$ cat src/rtl/scara_pkg.sv
// Shared types and default timing constants for the SCARA motion blocks.
package scara_pkg;

  // Move sequencer states of the dual stepper driver.
  typedef enum logic [1:0] {
    ST_IDLE  = 2'd0,
    ST_SETUP = 2'd1,
    ST_RUN   = 2'd2,
    ST_DONE  = 2'd3
  } stepper_state_t;

  // Per-axis pulse phase.
  typedef enum logic [1:0] {
    AX_IDLE = 2'd0,
    AX_HIGH = 2'd1,
    AX_LOW  = 2'd2
  } axis_phase_t;

  // Default pulse shape and direction setup time, in clk cycles.
  localparam int DEF_STEP_HIGH = 2;
  localparam int DEF_STEP_LOW  = 2;
  localparam int DEF_DIR_SETUP = 3;

  // Decrement that saturates at zero instead of wrapping.
  function automatic logic [63:0] sat_dec(input logic [63:0] v);
    if (v != 64'd0) begin
      return v - 64'd1;
    end else begin
      return 64'd0;
    end
  endfunction

endpackage

$ cat src/rtl/stepper_axis.sv
// Single-axis step pulse generator: emits `count` pulses of STEP_HIGH high
// and STEP_LOW low cycles while `run` is asserted. A stop request lets the
// current pulse finish (high plus low phase) but prevents any new pulse.
// `busy` is combinational and tells whether the axis is still pulsing in
// the next cycle, so the sequencer can leave RUN exactly when the last low
// phase ends.
module stepper_axis
  import scara_pkg::*;
#(
  parameter int STEP_HIGH = DEF_STEP_HIGH,
  parameter int STEP_LOW  = DEF_STEP_LOW
) (
  input  logic        clk,
  input  logic        reset,
  input  logic        load,
  input  logic [63:0] count,
  input  logic        run,
  input  logic        stop_req,
  output logic        step,
  output logic        busy
);

  axis_phase_t phase_q, phase_d;
  logic [63:0] timer_q, timer_d;
  logic [63:0] remaining_q, remaining_d;
  logic        step_q, step_d;

  // Next-state logic for the pulse phase, phase timer and remaining count.
  always_comb begin
    phase_d     = phase_q;
    timer_d     = timer_q;
    remaining_d = remaining_q;
    step_d      = step_q;
    case (phase_q)
      AX_IDLE: begin
        if (load) begin
          remaining_d = count;
        end else if (run && !stop_req && (remaining_q != 64'd0)) begin
          phase_d = AX_HIGH;
          step_d  = 1'b1;
          timer_d = 64'(STEP_HIGH - 1);
        end else begin
          step_d = 1'b0;
        end
      end
      AX_HIGH: begin
        if (timer_q == 64'd0) begin
          phase_d = AX_LOW;
          step_d  = 1'b0;
          timer_d = 64'(STEP_LOW - 1);
        end else begin
          timer_d = timer_q - 64'd1;
        end
      end
      AX_LOW: begin
        if (timer_q == 64'd0) begin
          remaining_d = sat_dec(remaining_q);
          if (run && !stop_req && (remaining_d != 64'd0)) begin
            phase_d = AX_HIGH;
            step_d  = 1'b1;
            timer_d = 64'(STEP_HIGH - 1);
          end else begin
            phase_d = AX_IDLE;
          end
        end else begin
          timer_d = timer_q - 64'd1;
        end
      end
      default: begin
        phase_d = AX_IDLE;
        step_d  = 1'b0;
      end
    endcase
  end

  // Axis state registers.
  always_ff @(posedge clk) begin
    if (reset) begin
      phase_q     <= AX_IDLE;
      timer_q     <= 64'd0;
      remaining_q <= 64'd0;
      step_q      <= 1'b0;
    end else begin
      phase_q     <= phase_d;
      timer_q     <= timer_d;
      remaining_q <= remaining_d;
      step_q      <= step_d;
    end
  end

  assign step = step_q;
  assign busy = (phase_d != AX_IDLE);

endmodule

$ cat src/rtl/dual_stepper_driver.sv
// Two-axis stepper driver: accepts a move command, holds the direction pins
// stable for DIR_SETUP cycles, runs both axes' pulse trains in parallel and
// signals completion (optionally via abort) with a one-cycle done pulse.
module dual_stepper_driver
  import scara_pkg::*;
#(
  parameter int STEP_HIGH = DEF_STEP_HIGH,
  parameter int STEP_LOW  = DEF_STEP_LOW,
  parameter int DIR_SETUP = DEF_DIR_SETUP
) (
  input  logic        clk,
  input  logic        reset,
  input  logic        cmd_valid,
  input  logic [63:0] m1_steps,
  input  logic [63:0] m2_steps,
  input  logic        dir1_in,
  input  logic        dir2_in,
  input  logic        abort,
  output logic        step1,
  output logic        step2,
  output logic        dir1,
  output logic        dir2,
  output logic        stepper_ready,
  output logic        done,
  output logic        aborted
);

  stepper_state_t state_q, state_d;
  logic [63:0] setup_cnt_q, setup_cnt_d;
  logic        dir1_q, dir1_d, dir2_q, dir2_d;
  logic        abort_pend_q, abort_pend_d;
  logic        done_q, done_d, aborted_q, aborted_d, ready_q, ready_d;

  logic accept_s, setup_last_s, abort_now_s, run_s, busy1_s, busy2_s;

  assign accept_s     = cmd_valid & ready_q;
  assign setup_last_s = (state_q == ST_SETUP) && (setup_cnt_q == 64'(DIR_SETUP - 1));
  // An abort counts only while a move is in progress; it is remembered in RUN
  // so a single-cycle abort still stops the move at the next pulse boundary.
  assign abort_now_s  = abort_pend_q | (abort & ((state_q == ST_SETUP) || (state_q == ST_RUN)));
  // Axes may start their first pulse on the edge that leaves SETUP.
  assign run_s        = setup_last_s || (state_q == ST_RUN);

  stepper_axis #(.STEP_HIGH(STEP_HIGH), .STEP_LOW(STEP_LOW)) u_axis1 (
    .clk(clk), .reset(reset), .load(accept_s), .count(m1_steps),
    .run(run_s), .stop_req(abort_now_s), .step(step1), .busy(busy1_s)
  );

  stepper_axis #(.STEP_HIGH(STEP_HIGH), .STEP_LOW(STEP_LOW)) u_axis2 (
    .clk(clk), .reset(reset), .load(accept_s), .count(m2_steps),
    .run(run_s), .stop_req(abort_now_s), .step(step2), .busy(busy2_s)
  );

  // Move sequencer next-state logic and registered status outputs.
  always_comb begin
    state_d      = state_q;
    setup_cnt_d  = setup_cnt_q;
    dir1_d       = dir1_q;
    dir2_d       = dir2_q;
    abort_pend_d = abort_pend_q;
    case (state_q)
      ST_IDLE: begin
        if (accept_s) begin
          state_d      = ST_SETUP;
          setup_cnt_d  = 64'd0;
          dir1_d       = dir1_in;
          dir2_d       = dir2_in;
          abort_pend_d = 1'b0;
        end else begin
          abort_pend_d = 1'b0;
        end
      end
      ST_SETUP: begin
        if (abort_now_s) begin
          state_d = ST_DONE;
        end else if (setup_last_s) begin
          state_d = (busy1_s || busy2_s) ? ST_RUN : ST_DONE;
        end else begin
          setup_cnt_d = setup_cnt_q + 64'd1;
        end
      end
      ST_RUN: begin
        abort_pend_d = abort_now_s;
        if (!busy1_s && !busy2_s) begin
          state_d = ST_DONE;
        end else begin
          state_d = ST_RUN;
        end
      end
      ST_DONE: begin
        state_d      = ST_IDLE;
        abort_pend_d = 1'b0;
      end
      default: begin
        state_d = ST_IDLE;
      end
    endcase
    done_d    = (state_d == ST_DONE);
    aborted_d = (state_d == ST_DONE) && abort_now_s;
    ready_d   = (state_d == ST_IDLE);
  end

  // Sequencer registers; reset overrides any command or abort.
  always_ff @(posedge clk) begin
    if (reset) begin
      state_q      <= ST_IDLE;
      setup_cnt_q  <= 64'd0;
      dir1_q       <= 1'b0;
      dir2_q       <= 1'b0;
      abort_pend_q <= 1'b0;
      done_q       <= 1'b0;
      aborted_q    <= 1'b0;
      ready_q      <= 1'b1;
    end else begin
      state_q      <= state_d;
      setup_cnt_q  <= setup_cnt_d;
      dir1_q       <= dir1_d;
      dir2_q       <= dir2_d;
      abort_pend_q <= abort_pend_d;
      done_q       <= done_d;
      aborted_q    <= aborted_d;
      ready_q      <= ready_d;
    end
  end

  assign dir1          = dir1_q;
  assign dir2          = dir2_q;
  assign stepper_ready = ready_q;
  assign done          = done_q;
  assign aborted       = aborted_q;

endmodule
$ cat config.mk
export PLATFORM = sky130hd
export DESIGN_NAME = dual_stepper_driver
export DESIGN_NICKNAME = d
export VERILOG_FILES = /design/src/rtl/scara_pkg.sv /design/src/rtl/stepper_axis.sv /design/src/rtl/dual_stepper_driver.sv
export SDC_FILE = /design/constraint.sdc
export NUM_CORES = 1
export LEC_CHECK = 0
export ABC_AREA = 0
export BUFFER_PORTS_ARGS = -buffer_cell sky130_fd_sc_hd__buf_2
export CELL_PAD_IN_SITES_DETAIL_PLACEMENT = 0
export CELL_PAD_IN_SITES_GLOBAL_PLACEMENT = 1
export CORE_ASPECT_RATIO = 1.75
export CORE_MARGIN = 2
export CORE_UTILIZATION = 41
export DETAILED_ROUTE_END_ITERATION = 6
export PLACE_DENSITY_LB_ADDON = 0.1
export REMOVE_ABC_BUFFERS = 1
export SKIP_LAST_GASP = 1
export SYNTH_ARGS = -nofsm -noshare
export SYNTH_HDL_FRONTEND = slang
export SYNTH_HIERARCHICAL = 1
export SYNTH_SLANG_ARGS = --single-unit
$ cat constraint.sdc
create_clock -name clk -period 3.6 [get_ports clk]
set_clock_uncertainty 0.05 [all_clocks]
set_input_delay 0.18 -clock clk [delete_from_list [all_inputs] [get_ports clk]]
set_output_delay 0.18 -clock clk [all_outputs]
set_load 0.05 [all_outputs]
==> flow_metrics.py, run 1 <==
metrics = {
    "status": {
        "outcome": "finished, violations left",
        "violations": "negative hold slack, negative setup slack",
    },
    "worst_setup_path": {
        "rrSetupSlack_ps": -170,
        "crit_buf_inv": 6,
        "crit_slowest_cell": "dfxtp_2",
        "critical_path.top_delay_family": "simple AND/OR/NAND/NOR gates",
        "cp.arrival_ps": 4210,
        "slowest_delay_ps": 320,
        "crit_top_cell": "buf_4",
        "critical_path_class": "reg2reg",
        "start_kind": "flip-flop",
        "path_cells": "inv_2 > ha_4 > nor4b_4 > nand4_1 > buf_6 > buf_4 > buf_4 > nor4_2 > buf_4 > xor2_1 > nor3_1 > buf_4 > and4_1 > nand4_1 > o21ai_2 > o211a_1 > a21oi_2 > nor2_1 > o211ai_1 > o211ai_1 > and3_4",
        "cp-end-kind": "flip-flop",
        "cp.required_ps": 4040,
        "crit_path_max_fanout": 5,
    },
    "timing": {
        "fin_crit_sh": 1.05,
        "worst_slack_ps": -166,
        "relSlewSlack": 0.274,
        "grt_setup_unrepaired": "true",
        "drv_slew": 0,
        "setup_viol_count_final": 47,
        "hold_viol_final": 1,
        "fin_crit_ps": 3770,
        "hold_ws_ps": -10.6,
        "tightestPinTransition_ps": 1080,
        "fmax_ghz": 0.266,
    },
    "routing": {
        "dr.max_layer_used": "met4",
        "drtIter0Drc": 1469,
        "post_drt_wl_per_cell_um": 20.3,
        "routed-wl-met3_um": 3530,
        "vias": 25100,
        "routed_wl_um": 85600,
        "antenna_left": 0,
        "viasPerCell": 5.94,
        "wl_met2_um": 44600,
        "firstDrtPassIters": 5,
        "post-route-drc-count": 0,
        "wl_met1_um": 31700,
    },
    "power_and_ir_drop": {
        "p_leak_nw": 12.4,
        "total_power_w": 0.0146,
        "max-vdd-ir-drop_v": 0.000389,
        "p_per_area_nw_per_um2": 477,
    },
    "clock_tree": {
        "clock-sinks": 334,
        "clk_pin_slew_ps": 60,
        "cts_htree_levels": 2,
        "clk_path_buf_depth": 3,
        "root_buffer": "clkbuf_16",
        "insertion_delay_ps": 550,
        "cts_tree": "yes",
        "cts_made_buffers": 37,
    },
    "job": {
        "cap_viol_max_count": 0,
    },
    "synth": {
        "yosysMostFrequentCell": "nor2_1",
        "synth_edf_count": 0,
        "synth_top_cell_by_area": "dfxtp_1",
        "synth_top_family_by_area": "simple AND/OR/NAND/NOR gates",
        "syn_area_per_cell_um2": 7.52,
        "synth_ff_type": "dfxtp_1",
        "synth_top_area_frac": 0.316,
        "yosys.area_share.xor_xnor": 0.0459,
        "synthCells": 2817,
        "synth_simple_gate_area_frac": 0.336,
        "synthesis.area_um2": 21200,
        "yosys_warnings": 6,
        "synthArstFlopShare": 0,
        "synth_commonest_cells": "nor2_1, dfxtp_1, nand2_1, nor3_1, a21oi_1",
        "synthAdderAreaFrac": 0.0118,
        "synth_seq_cells": 334,
        "synth.area.top_cells": "dfxtp_1, nor2_1, nor3_1",
        "synth_cell_type_count": 99,
        "synthMuxAreaShare": 0.00337,
        "synth_compound_area_frac": 0.237,
        "yosysSeqAreaShare": 0.316,
    },
    "global_routing": {
        "overflow": 0,
        "grt_max_degree": 75,
        "antenna_found_initial": 0,
        "grt_usage": 0.300,
        "grt_pass1_vias": 25200,
        "grt_pass1_wl_um": 131000,
    },
    "die": {
        "coreArea_um2": 51200,
        "num_io_pins": 141,
        "row_count": 110,
        "dieWidth_um": 176,
        "die-height_um": 305,
        "die_area_um2": 53600,
        "start_util": 0.414,
    },
    "finish": {
        "nFillCells": 4692,
        "syn2layout_area_growth_pct": 44.6,
        "layout-drive-gt1-share": 0.313,
        "fin_nets": 3669,
    },
    "placed_design": {
        "port_buffers": 140,
        "gp_congestion": 0.980,
        "place_hpwl_um": 59500,
        "dp_slack_ps": -542,
    },
    "min_path": {
        "min-delay-path-class": "in2reg",
    },
}
-- sequential cells by signal (all words and copies together), names as in the netlist --
signal / cells
state_q: 2
u_axis2/step: 1
done: 1
stepper_ready: 1
dir1: 1
u_axis2/remaining_q: 64
u_axis1/timer_q: 64
u_axis1/step: 1
u_axis2/timer_q: 64
dir2: 1
setup_cnt_q: 64
abort_pend_q: 1
u_axis1/phase_q: 2
u_axis2/phase_q: 2
u_axis1/remaining_q: 64
aborted: 1
-- worst min-delay path, delay by kind of cell --
family          cells  cell delay, ps
buf+inv             1             100
simple gates        1              70
compound gates      2             200
-- power breakdown --
| part | leakage (nW) | total [W] | internal (W) | switching (W) |
|---|---|---|---|---|
| combinational | 9.11 | 0.00643 | 0.00298 | 0.00344 |
| clock | 0.599 | 0.00391 | 0.00222 | 0.00169 |
| sequential | 2.72 | 0.00429 | 0.00400 | 0.000287 |
-- metal layers --
layer  vias to the layer above  GRT usage
li1                      11900          -
met1                     12100      0.316
met2                       807      0.562
met3                       308     0.0317
met4                         0      0.189
met5                         -          0
-- logic make-up after synthesis --
kind of cell,Yosys count
AND/OR/NAND/NOR,1348
AO/OA/AOI/OAI,751
flip-flops,334
buffers and inverters,246
XOR/XNOR,111
adder cells (fa/ha/maj),20
multiplexers,7
-- final cells by class --
cell class	instances	area, um^2	area share
Clock inverter	12	133	0.00433
Sequential cell	334	6710	0.219
Tap cell	672	841	0.0274
Clock buffer	54	1070	0.0349
Multi-Input combinational cell	2237	14700	0.479
Timing Repair Buffer	850	7010	0.229
Inverter	55	206	0.00674
Antenna cell	1	2.50	0.0000817
-- per-stage QoR --
step                std cells  TNS, ps   util  instance area, um^2
global route             4214   -15620  0.598                30600
floorplan                2626  -258890      -                20300
CTS                      4175     -637  0.570                29200
detailed placement       3978   -43830  0.512                26200
global placement         3978   -41150  0.512                26200
finish                   4215    -1920  0.599                30600
-- repair_timing --
| item | in CTS | in global routing |
|---|---|---|
| pin swaps | 41 | 63 |
| resized for setup | 102 | 234 |
| setup buffers | 20 | 31 |
| endpoints found under the setup margin | 169 | 178 |
| gates cloned | 3 | 10 |
| endpoints found under the hold margin | 108 | 0 |
| hold buffers | 108 | 0 |
-- cells in the final DEF, fill, tap and decap left out, types with 33 or more instances in the layout --
master	instances
or3_1	76
a21oi_1	179
a31oi_1	56
xnor2_1	57
clkbuf_16	46
dfxtp_1	319
nand2b_1	63
nor2_1	355
nor3_1	165
o21ai_0	125
inv_1	50
nand4_1	46
buf_2	139
buf_4	525
dlygate4sd3_1	108
nand3_1	67
a22oi_1	37
nor4_1	82
xor2_1	50
a211oi_1	49
nand2_1	192
buf_6	33
-- worst paths after layout --
check / start / endpoint / cells past startpoint
min reg2reg: u_axis1/step / u_axis1/step / 2
max reg2reg: u_axis2/remaining_q[1] / aborted / 21
max: u_axis2/remaining_q[1] / aborted / 21
min: m1_steps[21] / u_axis1/remaining_q[21] / 4
No activity file was read; power rests on OpenSTA's default activity.
==> run 2: changes to the inputs <==
- CORE_MARGIN: 2 -> 3
==> flow_metrics.py, run 2 (synthesis gave the netlist of run 1 again) <==
metrics = {
    "status": {
        "outcome": "finished, violations left",
        "violations": "negative setup slack",
    },
    "die": {
        "die_area_um2": 54600,
        "die-height_um": 307,
        "dieWidth_um": 178,
        "num_io_pins": 141,
        "row_count": 109,
        "start_util": 0.417,
        "coreArea_um2": 50900,
    },
    "clock_tree": {
        "root_buffer": "clkbuf_16",
        "clock-sinks": 334,
        "insertion_delay_ps": 550,
        "cts_htree_levels": 2,
        "cts_tree": "yes",
        "clk_path_buf_depth": 3,
        "clk_pin_slew_ps": 60,
        "cts_made_buffers": 37,
    },
    "routing": {
        "post_drt_wl_per_cell_um": 20.3,
        "viasPerCell": 6.01,
        "antenna_left": 0,
        "vias": 25100,
        "drtIter0Drc": 1614,
        "post-route-drc-count": 0,
        "firstDrtPassIters": 6,
        "routed_wl_um": 85000,
    },
    "worst_setup_path": {
        "critical_path_class": "reg2reg",
        "cp.arrival_ps": 4250,
        "crit_path_max_fanout": 4,
        "cp.required_ps": 4030,
        "start_kind": "flip-flop",
        "cp-end-kind": "flip-flop",
    },
    "global_routing": {
        "grt_usage": 0.289,
        "antenna_found_initial": 2,
        "overflow": 0,
        "grt_pass1_wl_um": 129000,
        "grt_pass1_vias": 24500,
        "grt_max_degree": 92,
    },
    "finish": {
        "layout-drive-gt1-share": 0.317,
        "fin_nets": 3644,
        "nFillCells": 4664,
        "regArea_um2": 6700,
        "final_cells": 4182,
        "layout_commonest_cell": "buf_4",
        "mostFrequentLayoutCells": "buf_4, nor2_1, dfxtp_1",
        "multiInputGateArea_um2": 14800,
        "syn2layout_area_growth_pct": 45.0,
    },
    "timing": {
        "tightestPinTransition_ps": 1270,
        "worst_slack_ps": -225,
        "fin_crit_ps": 3820,
        "fmax_ghz": 0.261,
        "fin_crit_sh": 1.06,
        "drv_slew": 0,
        "relSlewSlack": 0.150,
        "hold_viol_final": 0,
        "grt_setup_unrepaired": "true",
        "setup_viol_count_final": 64,
    },
    "placed_design": {
        "place_hpwl_um": 57600,
        "gp_congestion": 0.973,
        "dp_cells": 3944,
        "port_buffers": 140,
    },
    "power_and_ir_drop": {
        "max-vdd-ir-drop_v": 0.000385,
        "p_leak_nw": 12.4,
        "total_power_w": 0.0148,
        "p_per_area_nw_per_um2": 481,
    },
    "job": {
        "cap_viol_max_count": 0,
    },
    "min_path": {
        "min-delay-path-class": "in2reg",
    },
}
[run 2: per-stage QoR]
step           TNS (ps)  hold slack [ps]   util  setup slack, ps  area [um^2]
5_1_grt          -16440             29.2  0.604             -358        30700
4_1_cts            -194            0.603  0.574            -88.3        29200
6_report          -3660             4.19  0.604             -225        30700
2_1_floorplan   -258890              195      -            -2410        20300
3_5_place_dp     -18860              374  0.510             -355        26000
3_3_place_gp     -12630              366  0.510             -297        26000
[run 2: path summary, 6_finish.rpt]
kind | depth (start not counted) | slack (ps) | to | startpoint
setup / recovery | 19 | -220 | done | u_axis1/remaining_q[1]
hold reg to reg | 2 | 400 | u_axis1/step | u_axis1/step
setup reg to reg | 19 | -220 | done | u_axis1/remaining_q[1]
hold / removal | 2 | 4 | u_axis2/timer_q[24] | reset
[run 2: area by class of cell]
class,count,share of cell area
multi-input combinational,2237,0.481
timing repair buffer,825,0.224
sequential,334,0.218
clock buffer,50,0.0354
tap,666,0.0271
clock inverter,14,0.00737
inverter,55,0.00688
antenna,1,0.0000814
[run 2: timing repair]
action	CTS	global route
hold buffers	109	0
setup endpoints to repair	174	180
gates cloned	5	18
buffers inserted	21	21
endpoints found under the hold margin	109	0
pin swaps	40	71
gates resized for setup	113	243
[run 2: report_power, final]
group / switching (W) / total [W] / internal [W] / leakage (nW)
combinational: 0.00341 / 0.00630 / 0.00290 / 9.05
sequential: 0.000287 / 0.00428 / 0.00400 / 2.72
clock: 0.00165 / 0.00420 / 0.00255 / 0.649
total: 0.00534 / 0.0148 / 0.00944 / 12.4
[run 2: critical path, stage by stage, from the launching register on]
cell and delay, ps:
dfxtp_4 360, inv_4 60, ha_4 120, nor3b_4 230, buf_6 140, nand2_2 100
nor4_4 290, buf_4 210, nand3_2 100, xnor2_2 170, or4_4 510, nor4_4 270
buf_4 160, a21o_4 120, o31a_1 160, o21ai_2 80, nor2_1 100, o211ai_1 100
o211ai_1 200, o311a_1 230
[run 2: per-layer routing]
| layer | part of all wire | GRT usage | up-vias |
|---|---|---|---|
| li1 | - | - | 11900 |
| met1 | 0.37 | 0.319 | 12100 |
| met2 | 0.52 | 0.530 | 894 |
| met3 | 0.047 | 0.0320 | 305 |
| met4 | 0.062 | 0.161 | 2 |
| met5 | 0.00015 | 0 | - |
